<file path="src/rtl/dice_cgra_tid_pipe_mc.sv">
// dice_cgra_tid_pipe_mc: per-lane programmable-latency TID delay pipe
// with exact in-flight tracking, global stall and sticky latency-error.
module dice_cgra_tid_pipe_mc #(
    parameter int NUM_CH      = 4,
    parameter int TOTAL_TID   = 512,
    parameter int TID_WIDTH   = $clog2(TOTAL_TID),
    parameter int MAX_LATENCY = 32,
    parameter int LAT_W       = $clog2(MAX_LATENCY + 1)
) (
    input  logic                              clk,
    input  logic                              rst_n,
    input  logic                              clr,
    input  logic                              stall,
    input  logic [NUM_CH-1:0][LAT_W-1:0]      latency,
    input  logic [NUM_CH-1:0]                 in_valid,
    input  logic [NUM_CH-1:0][TID_WIDTH-1:0]  in_tid,
    output logic                              in_ready,
    output logic [NUM_CH-1:0]                 out_valid,
    output logic [NUM_CH-1:0][TID_WIDTH-1:0]  out_tid,
    output logic [NUM_CH-1:0][LAT_W-1:0]      inflight,
    output logic [NUM_CH-1:0]                 empty,
    output logic                              all_empty,
    output logic [NUM_CH-1:0]                 lat_err
);

    localparam int IDX_W = (MAX_LATENCY > 1) ? $clog2(MAX_LATENCY) : 1;
    localparam logic [LAT_W-1:0] LAT_MAX = LAT_W'(MAX_LATENCY);
    localparam logic [LAT_W-1:0] LAT_ONE = LAT_W'(1);

    logic [NUM_CH-1:0][MAX_LATENCY-1:0]                vld_q, vld_d;
    logic [NUM_CH-1:0][MAX_LATENCY-1:0][TID_WIDTH-1:0] tid_q, tid_d;
    logic [NUM_CH-1:0][LAT_W-1:0]                      cnt_q, cnt_d;
    logic [NUM_CH-1:0][LAT_W-1:0]                      lat_q, lat_d;
    logic [NUM_CH-1:0]                                 err_q, err_d;

    logic [NUM_CH-1:0][LAT_W-1:0] lat_sat;
    logic [NUM_CH-1:0][LAT_W-1:0] lat_eff;
    logic [NUM_CH-1:0][IDX_W-1:0] tap;

    // Clamp a requested latency into the supported 1..MAX_LATENCY range.
    function automatic logic [LAT_W-1:0] sat_lat(input logic [LAT_W-1:0] x);
        if (x == '0) begin
            return LAT_ONE;
        end else if (x > LAT_MAX) begin
            return LAT_MAX;
        end
        return x;
    endfunction

    // Pick each lane's effective latency and read the output tap.
    always_comb begin
        lat_sat   = '0;
        lat_eff   = '0;
        tap       = '0;
        out_valid = '0;
        out_tid   = '0;
        for (int c = 0; c < NUM_CH; c++) begin
            lat_sat[c]   = sat_lat(latency[c]);
            lat_eff[c]   = (cnt_q[c] == '0) ? lat_sat[c] : lat_q[c];
            tap[c]       = IDX_W'(lat_eff[c] - LAT_ONE);
            out_valid[c] = vld_q[c][tap[c]] & ~stall;
            out_tid[c]   = tid_q[c][tap[c]];
        end
    end

    // Next-state: clr flushes, stall freezes, otherwise shift and count.
    always_comb begin
        vld_d = vld_q;
        tid_d = tid_q;
        cnt_d = cnt_q;
        lat_d = lat_q;
        err_d = err_q;
        for (int c = 0; c < NUM_CH; c++) begin
            if (clr) begin
                vld_d[c] = '0;
                cnt_d[c] = '0;
                err_d[c] = 1'b0;
                lat_d[c] = lat_sat[c];
            end else if (!stall) begin
                vld_d[c][0] = in_valid[c];
                tid_d[c][0] = in_tid[c];
                for (int k = 1; k < MAX_LATENCY; k++) begin
                    vld_d[c][k] = vld_q[c][k-1] & (LAT_W'(k) < lat_eff[c]);
                    tid_d[c][k] = tid_q[c][k-1];
                end
                unique case ({in_valid[c], out_valid[c]})
                    2'b10: begin
                        if (cnt_q[c] != LAT_MAX) begin
                            cnt_d[c] = cnt_q[c] + LAT_ONE;
                        end
                    end
                    2'b01: begin
                        if (cnt_q[c] != '0) begin
                            cnt_d[c] = cnt_q[c] - LAT_ONE;
                        end
                    end
                    default: begin
                    end
                endcase
                if (cnt_q[c] == '0) begin
                    lat_d[c] = lat_sat[c];
                end else if (lat_sat[c] != lat_q[c]) begin
                    err_d[c] = 1'b1;
                end
            end
        end
    end

    // State registers with synchronous active-low reset.
    always_ff @(posedge clk) begin
        if (!rst_n) begin
            vld_q <= '0;
            tid_q <= '0;
            cnt_q <= '0;
            err_q <= '0;
            for (int c = 0; c < NUM_CH; c++) begin
                lat_q[c] <= LAT_ONE;
            end
        end else begin
            vld_q <= vld_d;
            tid_q <= tid_d;
            cnt_q <= cnt_d;
            lat_q <= lat_d;
            err_q <= err_d;
        end
    end

    // Status flags derived directly from the counters.
    always_comb begin
        empty = '0;
        for (int c = 0; c < NUM_CH; c++) begin
            empty[c] = (cnt_q[c] == '0);
        end
    end

    assign in_ready  = ~stall;
    assign inflight  = cnt_q;
    assign all_empty = &empty;
    assign lat_err   = err_q;

endmodule

</file>
<file path="config.mk">
export PLATFORM = sky130hd
export DESIGN_NAME = dice_cgra_tid_pipe_mc
export DESIGN_NICKNAME = d
export VERILOG_FILES = /design/src/rtl/dice_cgra_tid_pipe_mc.sv
export SDC_FILE = /design/constraint.sdc
export NUM_CORES = 2
export LEC_CHECK = 0
export ABC_AREA = 1
export BUFFER_PORTS_ARGS = -buffer_cell sky130_fd_sc_hd__buf_4
export CORE_AREA = 2 2 467 283
export CTS_CLUSTER_DIAMETER = 100
export CTS_CLUSTER_SIZE = 30
export DETAILED_ROUTE_END_ITERATION = 7
export DIE_AREA = 0 0 469 285
export PLACE_DENSITY = 0.62
export SLEW_MARGIN = 10
export SYNTH_ARGS = -nofsm -noshare
export SYNTH_HDL_FRONTEND = slang
export SYNTH_SLANG_ARGS = --single-unit
</file>
<file path="constraint.sdc">
create_clock -name clk -period 3.9 [get_ports clk]
set_clock_uncertainty 0.2 [all_clocks]
set_input_delay 0.39 -clock clk [delete_from_list [all_inputs] [get_ports clk]]
set_output_delay 0.39 -clock clk [all_outputs]
set_load 0.01 [all_outputs]
</file>
Yosys cells after proc, flatten, opt, wreduce, memory -nomap -nowiden
Index checks and enable logic that the tools add are counted.

Flip-flop bits (word level): 1332. Input bits: 68.

Add/sub/neg operators: 12. Magnitude comparators: 132. Equal/unequal tests: 25. Multiplexer cells: 60. Bitwise logic cells: 135. Reductions and logical operators: 27.

Operators with widths (count): less-than comparator 5 x 6 -> 1 bit, first input constant (64); less-than comparator 4 x 6 -> 1 bit, first input constant (32); 2-to-1 mux 6 bit (32); binary-select mux 9 bit (select 5 bit) (4); bitwise AND 1 bit (128); less-than comparator 3 x 6 -> 1 bit, first input constant (16); logical NOT 6 bit (8); less-than comparator 2 x 6 -> 1 bit, first input constant (8); one-hot mux 6 bit (2 select lines) (4); 2-to-1 mux 9 bit (4); adder 6 x 1 -> 6 bit, second input constant (4); > comparator 6 bit, second input constant (4); less-than comparator 1 x 6 -> 1 bit, first input constant (4); less-than comparator 5 x 6 -> 1 bit, second input constant (4); != test 6 bit (4); != test 6 bit, second input constant (4); nonzero test 6 bit (4); subtractor 6 x 1 -> 6 bit, second input constant (4); binary-select mux 1 bit (select 5 bit) (4); AND reduction 4 bit (5); subtractor 5 x 1 -> 5 bit, second input constant (4); != test 2 bit, second input constant (9); 2-to-1 mux 1 bit (12); AND reduction 3 bit (4); other kinds (6) (21).

Logic depth before layout (Yosys ltp)
Word-level depth: 12. Depth in mapped cells: 31. Gate-level depth less buffers: 29.

Worst setup path before layout
OpenSTA, ideal clock, no wires.

Kind: register to register. From: reg cnt_q (netlist bit inflight[0]). To: reg cnt_q (netlist bit inflight[5]). Setup time: 0.070 ns. Arrival time: 3.794 ns. Setup slack: -0.163 ns. Cell stages (with the launch flop): 27. Path buffers: 1. Period minus slack after synthesis: 4.063 ns. Path through: dfxtp_1 > nor4_4 > nand3_4 > nor2_4 > nand2_1 > nand2_2 > nor2_2 > nand2_2 > nand2_4 > inv_2 > buf_4 > o2111ai_1 > nand3_1 > a21oi_1 > nor2_2 > ha_1 > ha_1 > a21oi_1 > and2_1 > inv_1 > a21oi_1 > inv_1 > a21oi_1 > a21boi_0 > o21ai_0 > o21ai_0 > a21oi_1.

Cells in the longest elaborated chain, start to end: 9. Elaborated cells between the ends (all ways): 19. Those cells by class: 3 x add/sub; 5 x eq/ne; 6 x mux; 1 x bitwise; 4 x reduce/logical.

Ends and longest elaborated chain: start, declared (RTL line 32) `logic [NUM_CH-1:0][LAT_W-1:0] cnt_q, cnt_d;`; start signal, assigned (RTL line 122) `cnt_q <= cnt_d;`; logical NOT 6 bit * (RTL line 59) `lat_eff[c] = (cnt_q[c] == '0) ? lat_sat[c] : lat_q[c];`; 2-to-1 mux 6 bit *; subtractor 5 x 1 -> 5 bit * (RTL line 60) `tap[c] = IDX_W'(lat_eff[c] - LAT_ONE);`; binary-select mux 1 bit (select 5 bit) * (RTL line 61) `out_valid[c] = vld_q[c][tap[c]] & ~stall;`; 2-to-1 mux 1 bit (not written as such) * (RTL line 61); bitwise AND 1 bit * (RTL line 61); named net out_valid[0] (RTL line 18) `output logic [NUM_CH-1:0] out_valid,`; equality test 2 x 1 -> 1 bit or equality test 2 bit (tied branches) (RTL line 86) `unique case ({in_valid[c], out_valid[c]})`; != test 2 bit (no line) or nonzero test 2 bit (tied branches); AND reduction 4 bit (no line).

The timed path passes the listed nets; every way through them passes the cells marked *. The select of a mux whose other input is x is not followed. A chain may end at the register's enable or synchronous reset.

==> results.sh <==
export IMPL_status="finished, violations left"
export IMPL_violations="DRC, setup timing"
export IMPL_period_share=1.046
export IMPL_yosysWarnings=0
export IMPL_syn_area_per_cell_um2=7.071
export IMPL_clock_sinks=1332
export IMPL_pwr_share_comb=0.560
export IMPL_async_flop_share=0
export IMPL_rows=103
export IMPL_critPathKind="reg -> out"
export IMPL_die_w_um=469
export IMPL_crit_fanout=20
export IMPL_rr_endpoint="inflight[23]$_SDFFE_PP0P_"
export IMPL_synthCells=8372
export IMPL_synth_nets=8462
export IMPL_synth_most_common_cell="nor2_1"
export IMPL_synthToLayoutAreaGrowth_pct=20.20
export IMPL_setup_ws_ps=-179.7
export IMPL_clk_latency_ps=720
export IMPL_cts_tree="yes"
export IMPL_synth_area_um2=59200
export IMPL_cp_arrival_ps=3490
export IMPL_ant_nets=0
export IMPL_end_kind="output pin"
export IMPL_h_tree_depth=2
export IMPL_slew_headroom=0.08114
export IMPL_critPathBufInv=5
export IMPL_wl_per_cell_um=19.38
export IMPL_synth_edf_count=0
export IMPL_start_kind="register"
export IMPL_clk_pin_slew_ps=120
export IMPL_dpl_hpwl_mm=107.5
export IMPL_timing_rr_start="inflight[20]$_SDFFE_PP0P_"
export IMPL_setup_violations=30
export IMPL_ys_seq_area_frac=0.4504
export IMPL_ir_worst_vdd_mv=1.172
export IMPL_grt_ovfl_total=0
export IMPL_hold_violations=0
export IMPL_yosysUniqueCellTypes=62
export IMPL_seqPwrFrac=0.303
export IMPL_fin_nets=8636
export IMPL_internal_power_uw=28430
export IMPL_fin_util=0.5467
export IMPL_grt_use_total=0.2717
export IMPL_yosys_area_top_type="dfxtp_1"
export IMPL_crit_required_ps=3310
export IMPL_fin_crit_ps=4080
export IMPL_routabilityCongestion=0.9074
export IMPL_cp_startpoint="inflight[1]$_SDFFE_PP0P_"
export IMPL_critPathSlowestCell="dfxtp_2"
export IMPL_drv_cap=0
export IMPL_grt_antenna_before_repair=5
export IMPL_finalSetupTns_ps=-2117
export IMPL_timing_fmax_mhz=245.1
export IMPL_synth_ff_type="dfxtp_1"
export IMPL_dieArea_um2=133700
export IMPL_sw_frac_of_total=0.4276
export IMPL_drive_gt1_frac=0.1425
export IMPL_maxSlewViolCount=0
export IMPL_dr_first_iter_drc_count=7446
export IMPL_power_density_nw_per_um2=698.0
export IMPL_core_um2=130200
export IMPL_start_util=0.4548
export IMPL_max_stage_delay_ps=350
export IMPL_clockBufferDepth=3
export IMPL_crit_chain="nor4_4, nand3_4, buf_6, nand2_1, a21boi_4, inv_2, nand2_4, nand2_8, buf_4, buf_16, a221oi_1, nand2_1, nand2_1, nand2_1, o21a_1, buf_4"
export IMPL_p_leak_uw=0.02989
export IMPL_drt_total_wl_mm=199.2
export IMPL_worstMarginPinSlew_ps=1378
export IMPL_grt_max_degree=295
export IMPL_remaining_drc_errors=2
export IMPL_cp_num_cells=16
export IMPL_io_pins=142
export IMPL_rsz0062_at_grt="true"
export IMPL_cts_inserted_buffers=50
export IMPL_grt_pass1_vias=51180
export IMPL_die_y_um=285
export IMPL_vias=58620
export IMPL_cp_top_family="simple AND/OR/NAND/NOR gates"
export IMPL_min_path_type="in -> reg"
export IMPL_synthTopCellsByArea="dfxtp_1, nor2_1, o21ai_0"
export IMPL_worstRegToRegCells=29
export IMPL_r2r_slack_ps=-90
export IMPL_p_clk_frac=0.137
export IMPL_cts_root_buf="clkbuf_16"
export IMPL_endpoint="out_tid[8]"
export IMPL_io_buffers=141
export IMPL_synth_top_area_frac=0.4504
export IMPL_drt_pass1_iter_count=8
export IMPL_viasPerCell=5.702
export IMPL_cp_common_cell="nand2_1"
export IMPL_synthTopCellsByCount="nor2_1, o21ai_0, dfxtp_1, nand2_1, clkbuf_1"
export IMPL_grt_pass1_wl_mm=296.8
export IMPL_ys_ff_latch=1332
export IMPL_switchingPower_uw=21240
-- state kept, by name (all words and copies together), names as in the netlist --
| register | count |
|---|---|
| lat_q | 24 |
| vld_q | 128 |
| tid_q | 1152 |
| inflight | 24 |
| lat_err | 4 |
-- cell type report --
cell class                 count  area (µm²)
antenna                        1       2.502
clock buffer                  51        1276
clock inverter                 2       28.78
fill                       12190       59000
inverter                     227       950.9
multi-input combinational   6154       31410
sequential                  1332       26690
tap                         1732        2167
timing repair buffer         781        8628
-- cells in the final DEF (no fill, tap or decap), drive strengths merged, types with 2 or more instances in the layout --
cell type / Yosys / final
nor2: 2279 / 2279
o21ai: 1476 / 1476
dfxtp: 1332 / 1332
nand2: 1041 / 1041
buf: 111 / 695
a21oi: 379 / 379
nand3: 303 / 303
inv: 226 / 228
a22o: 130 / 130
a22oi: 99 / 99
clkbuf: 548 / 72
o22ai: 71 / 71
a221oi: 68 / 68
dlygate4sd3: 0 / 60
a31oi: 59 / 59
o211ai: 51 / 51
o2111ai: 36 / 36
nand4: 30 / 30
nor3: 21 / 21
xor2: 18 / 18
ha: 18 / 18
nand3b: 10 / 10
xnor2: 10 / 10
or2: 7 / 7
a221o: 6 / 6
a32oi: 6 / 6
bufbuf: 0 / 5
a32o: 5 / 5
nor4: 4 / 4
fa: 4 / 4
o21a: 3 / 3
o311ai: 3 / 3
o21bai: 3 / 3
a2111oi: 3 / 3
a21boi: 3 / 3
o221ai: 3 / 3
a41oi: 2 / 2
a211oi: 2 / 2
-- routing by layer --
layer	GRT usage	vias to the layer above	wire, µm	share of wire
met3	0.03564	235	14660	0.074
met1	0.4250	27920	95940	0.48
met5	0	-	0	0
met4	0.06210	0	4693	0.024
met2	0.3910	2136	83910	0.42
li1	-	28320	-	-
-- power by group through the flow --
stage | clock, µW | sequential [µW] | combinational [µW]
floorplan | 0 | 15200 | 10900
global placement | 0 | 15300 | 19400
detailed placement | 0 | 15300 | 19500
CTS | 6930 | 15000 | 24000
global route | 7410 | 15200 | 29300
finish | 6780 | 15100 | 27800
-- stage by stage --
stage / power (µW) / hold slack [ps] / instance area (µm²) / std cells / setup slack (ps)
detailed placement: 34790 / 261.4 / 62490 / 9887 / -224.9
global route: 51880 / 22.70 / 71160 / 10280 / -342.8
CTS: 46000 / 2.311 / 67770 / 10150 / -117.2
finish: 49670 / 40.71 / 71160 / 10280 / -179.7
global placement: 34710 / 254.5 / 62490 / 9887 / -365.2
floorplan: 26080 / 240.7 / 59240 / 8372 / 27.66
-- kinds of logic (layout without fill, tap and decap cells) --
| family | after synthesis | in the layout | synth area share |
|---|---|---|---|
| simple gates | 3696 | 3696 | 0.2497 |
| compound gates | 2408 | 2408 | 0.2312 |
| flops | 1332 | 1332 | 0.4504 |
| buf+inv | 886 | 1061 | 0.05884 |
| xor+xnor | 28 | 28 | 0.004713 |
| fa+ha+maj | 22 | 22 | 0.005157 |
| other cells | 0 | 1 | 0 |
-- how the worst min path moves through the flow --
stage                                        from                       to  slack [ps]  cells past startpoint
after floorplan           tid_q[154]$_SDFFE_PN0P_  tid_q[163]$_SDFFE_PN0P_         240                      2
after global placement      tid_q[9]$_SDFFE_PN0P_   tid_q[18]$_SDFFE_PN0P_         250                      2
after detailed placement  tid_q[197]$_SDFFE_PN0P_  tid_q[206]$_SDFFE_PN0P_         260                      2
after CTS                             latency[10]   lat_q[10]$_SDFFE_PN0P_           2                      5
after global routing                  latency[10]   lat_q[10]$_SDFFE_PN0P_          20                      5
final                                 latency[10]   lat_q[10]$_SDFFE_PN0P_          40                      5
-- tightest hold or removal path: stages --
cell and delay (ps):
buf_4 110, inv_1 180, nor2_1 90, nand2_1 60, a31oi_1 80
-- what timing repair did --
action / in CTS / in global routing
resized for setup: 386 / 450
hold buffers: 60 / 0
gates cloned: 24 / 22
pin swaps: 97 / 214
setup buffers: 124 / 128
setup endpoints to repair: 42 / 50
hold endpoints to repair: 132 / 0
(Power assumes the default switching activity.)
